[src/rtl/cpu_ctrl_pkg.sv]
// Shared definitions for the CPU run/step/breakpoint sequencer.
package cpu_ctrl_pkg;

  typedef enum logic [1:0] {
    ST_RESET = 2'd0,
    ST_RUN   = 2'd1,
    ST_HALT  = 2'd2,
    ST_STEP  = 2'd3
  } state_t;

  localparam int DEF_CE_PERIOD       = 10_000_000;
  localparam int DEF_DEBOUNCE_CYCLES = 1_000_000;
  localparam int DEF_RESET_CE        = 2;

endpackage

[src/rtl/btn_debounce.sv]
// Button conditioner: 2-FF synchronizer, stability counter, accepted level
// and a one-cycle pulse on the accepted rising edge.
module btn_debounce
  import cpu_ctrl_pkg::*;
#(
  parameter int DEBOUNCE_CYCLES = DEF_DEBOUNCE_CYCLES
) (
  input  logic clk,
  input  logic rst_n,
  input  logic btn,
  output logic level,
  output logic rise
);

  localparam int CW = $clog2(DEBOUNCE_CYCLES + 1);
  localparam logic [CW-1:0] CMAX = CW'(DEBOUNCE_CYCLES - 1);

  logic [1:0]    sync_ff;
  logic [CW-1:0] cnt;
  logic          synced;

  assign synced = sync_ff[1];

  // The accepted level flips on the edge that ends the Nth consecutive
  // differing cycle; any agreeing cycle restarts the count.
  always_ff @(posedge clk or negedge rst_n) begin
    if (!rst_n) begin
      sync_ff <= 2'b00;
      cnt     <= '0;
      level   <= 1'b0;
      rise    <= 1'b0;
    end else begin
      sync_ff <= {sync_ff[0], btn};
      rise    <= 1'b0;
      if (synced != level) begin
        if (cnt == CMAX) begin
          level <= synced;
          rise  <= synced;
          cnt   <= '0;
        end else begin
          cnt <= cnt + CW'(1);
        end
      end else begin
        cnt <= '0;
      end
    end
  end

endmodule

[src/rtl/cpu_run_ctrl.sv]
// Run/step/breakpoint sequencer issuing a one-cycle clock enable to the core.
// cpu_ce is the only combinational output; everything else is registered.
module cpu_run_ctrl
  import cpu_ctrl_pkg::*;
#(
  parameter int CE_PERIOD       = DEF_CE_PERIOD,
  parameter int DEBOUNCE_CYCLES = DEF_DEBOUNCE_CYCLES,
  parameter int RESET_CE        = DEF_RESET_CE
) (
  input  logic        clk,
  input  logic        reset_n,
  input  logic        run_sw,
  input  logic        step_btn,
  input  logic        rst_btn,
  input  logic        bp_en,
  input  logic [31:0] bp_addr,
  input  logic [31:0] pc,
  output logic        cpu_ce,
  output logic        cpu_reset,
  output logic        halted,
  output logic        bp_hit,
  output logic [1:0]  state,
  output logic [31:0] instr_count
);

  localparam int PW = $clog2(CE_PERIOD);
  localparam logic [PW-1:0] PMAX = PW'(CE_PERIOD - 1);
  localparam int RW = $clog2(RESET_CE + 1);
  localparam logic [RW-1:0] RMAX = RW'(RESET_CE - 1);

  state_t        cur, nxt;
  logic [PW-1:0] pcnt;
  logic [RW-1:0] rcnt;
  logic [1:0]    run_ff;
  logic          run_d, run_s, run_rise;
  logic          step_evt, step_level_unused;
  logic          rst_level, rst_rise;
  logic          tick, bp_match, bp_stop, skip;

  btn_debounce #(.DEBOUNCE_CYCLES(DEBOUNCE_CYCLES)) u_step_db (
    .clk(clk), .rst_n(reset_n), .btn(step_btn),
    .level(step_level_unused), .rise(step_evt)
  );

  btn_debounce #(.DEBOUNCE_CYCLES(DEBOUNCE_CYCLES)) u_rst_db (
    .clk(clk), .rst_n(reset_n), .btn(rst_btn),
    .level(rst_level), .rise(rst_rise)
  );

  assign run_s    = run_ff[1];
  assign run_rise = run_s & ~run_d;
  assign tick     = (pcnt == PMAX);
  assign bp_match = bp_en && (pc == bp_addr);
  assign state    = cur;

  always_ff @(posedge clk or negedge reset_n) begin
    if (!reset_n) cur <= ST_RESET;
    else          cur <= nxt;
  end

  always_comb begin
    nxt = cur;
    case (cur)
      ST_RESET: if (tick && rcnt == RMAX && !rst_level) nxt = run_s ? ST_RUN : ST_HALT;
      ST_RUN: begin
        if (!run_s)                          nxt = ST_HALT;
        else if (tick && bp_match && !skip)  nxt = ST_HALT;
      end
      ST_HALT: begin
        if (run_rise)      nxt = ST_RUN;
        else if (step_evt) nxt = ST_STEP;
      end
      ST_STEP: nxt = ST_HALT;
      default: nxt = ST_RESET;
    endcase
    if (rst_rise) nxt = ST_RESET;
  end

  // An enable already decided for this cycle stands even if a reset request
  // lands at the same time.
  always_comb begin
    cpu_ce  = 1'b0;
    bp_stop = 1'b0;
    case (cur)
      ST_RESET: cpu_ce = tick;
      ST_RUN: begin
        if (run_s && tick) begin
          if (bp_match && !skip) bp_stop = 1'b1;
          else                   cpu_ce  = 1'b1;
        end
      end
      ST_STEP: cpu_ce = 1'b1;
      default: cpu_ce = 1'b0;
    endcase
  end

  always_ff @(posedge clk or negedge reset_n) begin
    if (!reset_n) begin
      run_ff      <= 2'b00;
      run_d       <= 1'b0;
      pcnt        <= '0;
      rcnt        <= '0;
      skip        <= 1'b0;
      bp_hit      <= 1'b0;
      instr_count <= '0;
      cpu_reset   <= 1'b1;
      halted      <= 1'b0;
    end else begin
      run_ff <= {run_ff[0], run_sw};
      run_d  <= run_s;

      if (nxt != cur || tick) pcnt <= '0;
      else                    pcnt <= pcnt + PW'(1);

      if (cur != ST_RESET || rst_level) rcnt <= '0;
      else if (tick)                    rcnt <= rcnt + RW'(1);

      // skip lets the first instruction after a resume leave the breakpoint PC.
      if (cur == ST_HALT && (nxt == ST_RUN || nxt == ST_STEP)) skip <= 1'b1;
      else if (cpu_ce || cur == ST_RESET)                      skip <= 1'b0;

      if (nxt == ST_RESET)                     bp_hit <= 1'b0;
      else if (bp_stop)                        bp_hit <= 1'b1;
      else if (cur == ST_HALT && nxt != ST_HALT) bp_hit <= 1'b0;

      if (nxt == ST_RESET)                  instr_count <= '0;
      else if (cpu_ce && cur != ST_RESET)   instr_count <= instr_count + 32'd1;

      cpu_reset <= (nxt == ST_RESET);
      halted    <= (nxt == ST_HALT);
    end
  end

endmodule

[config.mk]
export PLATFORM = sky130hd
export DESIGN_NAME = cpu_run_ctrl
export DESIGN_NICKNAME = d
export VERILOG_FILES = /design/src/rtl/cpu_ctrl_pkg.sv /design/src/rtl/btn_debounce.sv /design/src/rtl/cpu_run_ctrl.sv
export SDC_FILE = /design/constraint.sdc
export NUM_CORES = 1
export LEC_CHECK = 0
export CAP_MARGIN = 20
export CORE_AREA = 2 2 144 146
export CTS_CLUSTER_SIZE = 28
export DETAILED_ROUTE_END_ITERATION = 12
export DIE_AREA = 0 0 146 148
export PLACE_DENSITY = 0.48
export SYNTH_ARGS = -nofsm -noshare
export SYNTH_HDL_FRONTEND = slang
export SYNTH_SLANG_ARGS = --single-unit
[constraint.sdc]
create_clock -name clk -period 3.5 [get_ports clk]
set_clock_uncertainty 0.1 [all_clocks]
set_input_delay 0.875 -clock clk [delete_from_list [all_inputs] [get_ports clk]]
set_output_delay 0.875 -clock clk [all_outputs]
set_load 0.05 [all_outputs]
# Word-level counts from Yosys, hierarchy flattened
# Cells that the tools add are included.
dict set report word_totals {
  regBits 115
  in_bits 70
  out_inout_bits 38
  word_cells 97
}
dict set report op_classes {
  addsub 5
  n_eq_ne 15
  n_mux 32
  n_bitwise 2
  reduce_logical 25
}
# op n
set ops {}
lappend ops {{2-to-1 mux 20 bit} 4}
lappend ops {{2-to-1 mux 32 bit} 2}
lappend ops {{adder 20 x 1 -> 20 bit (second input constant)} 2}
lappend ops {{== test 20 bit (second input constant)} 2}
lappend ops {{adder 32 x 1 -> 32 bit (second input constant)} 1}
lappend ops {{== test 32 bit} 1}
lappend ops {{adder 24 x 1 -> 24 bit (second input constant)} 1}
lappend ops {{== test 24 bit (second input constant)} 1}
lappend ops {{2-to-1 mux 24 bit} 1}
lappend ops {{2-to-1 mux 2 bit} 9}
lappend ops {{2-to-1 mux 1 bit} 14}
lappend ops {{logical AND 1 bit} 10}
lappend ops {{== test 2 bit (second input constant)} 4}
lappend ops {{case mux 2 bit (4 select lines)} 1}
lappend ops {{nonzero test 2 bit} 4}
lappend ops {{== test 2 x 1 -> 1 bit (second input constant)} 3}
lappend ops {{zero test 2 bit} 2}
lappend ops {{logical OR 1 bit} 4}
lappend ops {{AND reduction 2 bit} 2}
lappend ops {{case mux 1 bit (3 select lines)} 1}
lappend ops {{nonzero test 3 bit} 1}
lappend ops {{adder 2 x 1 -> 2 bit (second input constant)} 1}
lappend ops {{zero test 1 bit} 2}
lappend ops {{inequality test 1 bit} 2}
lappend ops {{4 further kinds} 4}

# Logic depth before layout (Yosys ltp)
# Gate-level depths: netlist of run 1.
dict set report logic_depth {
  word_depth 13
  depth_mapped 10
  ltp_nobuf 8
}

# Modules after synthesis
# Synthesis of run 1 repeated with hierarchy kept, for this count alone.
dict set report unflattened {
  hier_cells 644
  area_unflattened_um2 6381.1
}
# mod n_inst cells_each area_per_inst_um2 seq_area_each_um2
set by_module_without_submodules {}
lappend by_module_without_submodules {cpu_run_ctrl 1 430 4011.3 1677.9}
lappend by_module_without_submodules {btn_debounce 2 107 1184.9 600.6}

# Least setup slack after synthesis of run 1
# OpenSTA, ideal clock, no wires.
dict set report synth_path {
  path_type {input to output}
  start {in bp_addr[2]}
  end {out cpu_ce}
  arrival_ns 2.297
  required_time_ns 2.525
  setup_slack_ns 0.228
  cell_stages 7
  path_buffers 0
  cell_sequence {xnor2_1 -> nand4_1 -> nor4_1 -> and3_1 -> o21ai_0 -> a21oi_1 -> nor2_1}
}
dict set report synth_between {
  elab_chain_len 6
}
# element line
set synth_rtl {}
lappend synth_rtl {{start: declaration} cpu_run_ctrl.sv:16} ;# input logic [31:0] bp_addr,
lappend synth_rtl {{== test 32 bit} cpu_run_ctrl.sv:53} ;# assign bp_match = bp_en && (pc == bp_addr);
lappend synth_rtl {{logical AND 1 bit} cpu_run_ctrl.sv:53}
lappend synth_rtl {{logical AND 1 bit} cpu_run_ctrl.sv:88} ;# if (bp_match && !skip) bp_stop = 1'b1;
lappend synth_rtl {{2-to-1 mux 1 bit} cpu_run_ctrl.sv:88}
lappend synth_rtl {{2-to-1 mux 1 bit} cpu_run_ctrl.sv:87} ;# if (run_s && tick) begin
lappend synth_rtl {{case mux 1 bit (3 select lines)} cpu_run_ctrl.sv:84} ;# case (cur)
lappend synth_rtl {{end: declaration} cpu_run_ctrl.sv:18} ;# output logic cpu_ce,
# Every way passes these cells.

# Final worst setup path of run 1
dict set report layout_path {
  start {in pc[2]}
  end {out cpu_ce}
}
dict set report layout_between {
  elab_chain_len 6
}
# element line
set layout_rtl {}
lappend layout_rtl {{start: declaration} cpu_run_ctrl.sv:17} ;# input logic [31:0] pc,
lappend layout_rtl {{== test 32 bit} cpu_run_ctrl.sv:53}
lappend layout_rtl {{logical AND 1 bit} cpu_run_ctrl.sv:53}
lappend layout_rtl {{logical AND 1 bit} cpu_run_ctrl.sv:88}
lappend layout_rtl {{2-to-1 mux 1 bit} cpu_run_ctrl.sv:88}
lappend layout_rtl {{2-to-1 mux 1 bit} cpu_run_ctrl.sv:87}
lappend layout_rtl {{case mux 1 bit (3 select lines)} cpu_run_ctrl.sv:84}
# Every way passes these cells.

==> results.json, run 1 <==
{
  "hold_viol_final": 0,
  "antenna_found_initial": 0,
  "p_leak_nw": 3.340,
  "cts_max_level": 4,
  "ys_ff_latch": 115,
  "maxSlewHeadroom_pct": 52.87,
  "ys_seq_area_share_pct": 48.43,
  "cts_hold_buffers": 0,
  "regToRegStartpoint": "pcnt[8]$_DFF_PN0_",
  "finalPower_w": 0.004089,
  "dieArea_mm2": 0.02161,
  "yosysTopAreaCellShare_pct": 47.99,
  "grt_pass1_wl_um": 25120,
  "maxCapViolCount": 0,
  "final-setup-viol-count": 0,
  "coreArea_mm2": 0.02004,
  "grt_max_degree": 53,
  "grt_overflow": 0,
  "ant_nets": 0,
  "syn_nets": 686,
  "drive_gt1_share_pct": 12.63,
  "hpwlAfterDp_um": 10540,
  "place_ws_ns": -0.2385,
  "p_sw_w": 0.001177,
  "placementRows": 52,
  "start_util_pct": 29.66,
  "ys_warn_count": 0,
  "final_common_cell": "dfrtp_1",
  "multi_input_area_mm2": 0.002979,
  "cts_buffers": 17,
  "viasPerCell": 4.773,
  "timing.rr.end": "instr_count[31]$_DFFE_PN0P_",
  "outcome": "complete, no violations",
  "wl_per_cell_um": 14.33,
  "die_h_um": 148,
  "fin_ws_ns": 0.1248,
  "min_period_ns": 3.375,
  "ir_worst_vdd_mv": 0.4092,
  "holdWs_ns": 0.2469,
  "final_cell_mix": "dfrtp_1 (114), nor2_1 (88), xnor2_1 (51)",
  "worstPathArrival_ns": 2.40,
  "hp-class": "reg -> reg",
  "switching_share_pct": 28.79,
  "syn_inst": 611,
  "holdPathStages": 0,
  "place_area_mm2": 0.007402,
  "slowest_delay_ns": 0.30,
  "gp_congestion": 0.8053,
  "seqCellArea_mm2": 0.002879,
  "reg2reg_depth": 7,
  "cts.clk_slew.worst_paths_ns": 0.05,
  "syn_avg_cell_area_um2": 9.729,
  "synthArstFlopShare_pct": 100.0,
  "yosysTopAreaCell": "dfrtp_1",
  "synth-edff-count": 0,
  "totalWireLength_um": 14640,
  "fin_area_mm2": 0.008001,
  "n_fill_cell": 2039,
  "port_buffers": 107,
  "area_growth_syn_to_layout_pct": 34.60,
  "die_w_um": 146,
  "p_clk_share_pct": 44.9,
  "worst_pin_slew_ns": 0.7070,
  "syn_area_mm2": 0.005944,
  "drcViolationCount": 0,
  "grt_pass1_vias": 4937,
  "internal_power_w": 0.002912,
  "crit_path_end_kind": "primary output",
  "vias": 4878,
  "crit_required_ns": 2.52,
  "path_cells": "clkdlybuf4s15_1, xnor2_1, nand4_1, nor4_2, buf_4, and3_4, o21ai_2, a21oi_1, nor2_1, buf_6",
  "worstHoldStart": "u_step_db.sync_ff[0]$_DFF_PN0_",
  "finalMaxSlewViolations": 0,
  "clk_path_buf_depth": 2,
  "clock_sinks": 115,
  "insertion_delay_ns": 0.41,
  "path_class": "in -> out",
  "pwr-share-seq_pct": 36.0,
  "ios": 108,
  "finalNetCount": 815,
  "cts_tree": "yes",
  "p_comb_share_pct": 19.0,
  "finalCritPeriodShare_pct": 96.44,
  "startpoint_type": "input port",
  "min_to": "u_step_db.sync_ff[1]$_DFF_PN0_",
  "cp_slowest_cell": "nor4_2",
  "dr.pass1.iters": 5,
  "antenna_cells": 0,
  "synth.distinct_cells": 56,
  "cts_root_buf": "clkbuf_16",
  "synth_top_cells_by_area": "dfrtp_1 (48%), xnor2_1 (7.8%), xor2_1 (6.2%), nor2_1 (5.6%), nand3_1 (2.9%)",
  "r2r_slack_ns": 0.42,
  "drt_iter0_markers": 182,
  "max_freq_mhz": 296.3,
  "cp_max_fo": 2,
  "grt_usage_pct": 14.26,
  "power_density_mw_per_mm2": 511.1,
  "ys.flop_type": "dfrtp_1"
}
[per-layer routing]
layer	track usage, %	vias to the layer above	routed length (µm)
met5	0	-	0
met4	4.320	0	161
met3	3.704	15	477
met2	23.44	82	7173
met1	18.55	2378	6830
li1	-	2403	-
[cell type report]
cell class	count	area share (%)
multi-input cells	469	37.23
flip-flops and latches	115	35.98
repair buffers	125	14.18
clock buffers	21	5.880
well taps	270	4.222
clock inverters	10	1.939
inverters	12	0.5629
[sequential cells by signal (all words and copies together), names as in the netlist, 2 cells and up]
name	cells
pcnt	24
rcnt	2
u_rst_db.cnt	20
u_step_db.cnt	20
state	2
run_ff	2
instr_count	32
u_step_db.sync_ff	2
u_rst_db.sync_ff	2
[cell usage after synthesis (3+ instances only)]
library cell,number
xnor2_1,53
or3_2,4
and3_1,27
nor3_1,4
and2_1,5
inv_1,12
buf_6,4
nor3b_1,3
buf_2,4
or4_1,7
dfrtp_1,114
o21ai_0,28
a21oi_1,33
nand2_1,42
clkbuf_1,7
o31ai_1,7
xor2_1,42
nor4_1,8
nand4_1,21
ha_1,5
nand3_1,34
nor2_1,88
or3_1,18
or2_2,3
[critical path: cells and delay by family]
| family | cells | cell delay, ns |
|---|---|---|
| xor gates and xnor gates | 1 | 0.15 |
| and+or+nand+nor | 4 | 0.66 |
| buffers and inverters | 3 | 0.50 |
| AOI/OAI and AO/OA | 2 | 0.21 |
[stage by stage]
step	TNS, ns	std cells	util, %
5_1_grt	-0.05083	1022	39.93
3_5_place_dp	-0.2385	989	36.94
4_1_cts	0	1021	39.90
2_1_floorplan	0	611	-
3_3_place_gp	-0.2580	989	36.94
6_report	0	1022	39.93
[power by group through the flow]
stage / logic (W) / clock network [W] / registers, W
floorplan: 0.000443 / 0 / 0.00155
global placement: 0.000798 / 0 / 0.00149
detailed placement: 0.000801 / 0 / 0.00149
CTS: 0.000788 / 0.00188 / 0.00147
global route: 0.000858 / 0.00195 / 0.00149
finish: 0.000779 / 0.00184 / 0.00147
[worst max path at each step]
stage | to | slack, ns | startpoint | cells past startpoint
after floorplan | cpu_ce | 0.23 | bp_addr[2] | 7
after global placement | cpu_ce | -0.26 | bp_addr[31] | 10
after detailed placement | cpu_ce | -0.24 | bp_addr[31] | 10
after CTS | cpu_ce | 0.02 | bp_addr[6] | 9
after global routing | cpu_ce | -0.05 | pc[19] | 10
final | cpu_ce | 0.12 | pc[2] | 10
[timing repair]
item,in CTS,in global routing
setup buffers,1,1
gates resized for setup,66,59
endpoints found under the setup margin,1,1
pin swaps,42,34
[logic make-up (layout without fill, tap and decap cells)]
family	Yosys count	in the layout	synth area share, %
AND/OR/NAND/NOR	282	282	24.58
flip-flops	115	115	48.43
multiplexers	4	4	0.7156
buffers and inverters	27	168	2.294
adder cells (fa/ha/maj)	5	5	1.052
AO/OA/AOI/OAI	83	83	8.925
XOR/XNOR	95	95	14.00
Power figures use the tool's default switching activity.
==> run 2, diff against run 1 <==
- CTS_CLUSTER_DIAMETER: not set -> 100
==> results of run 2 <==
No change in the layout: final DEF, timing and power equal those of run 1.
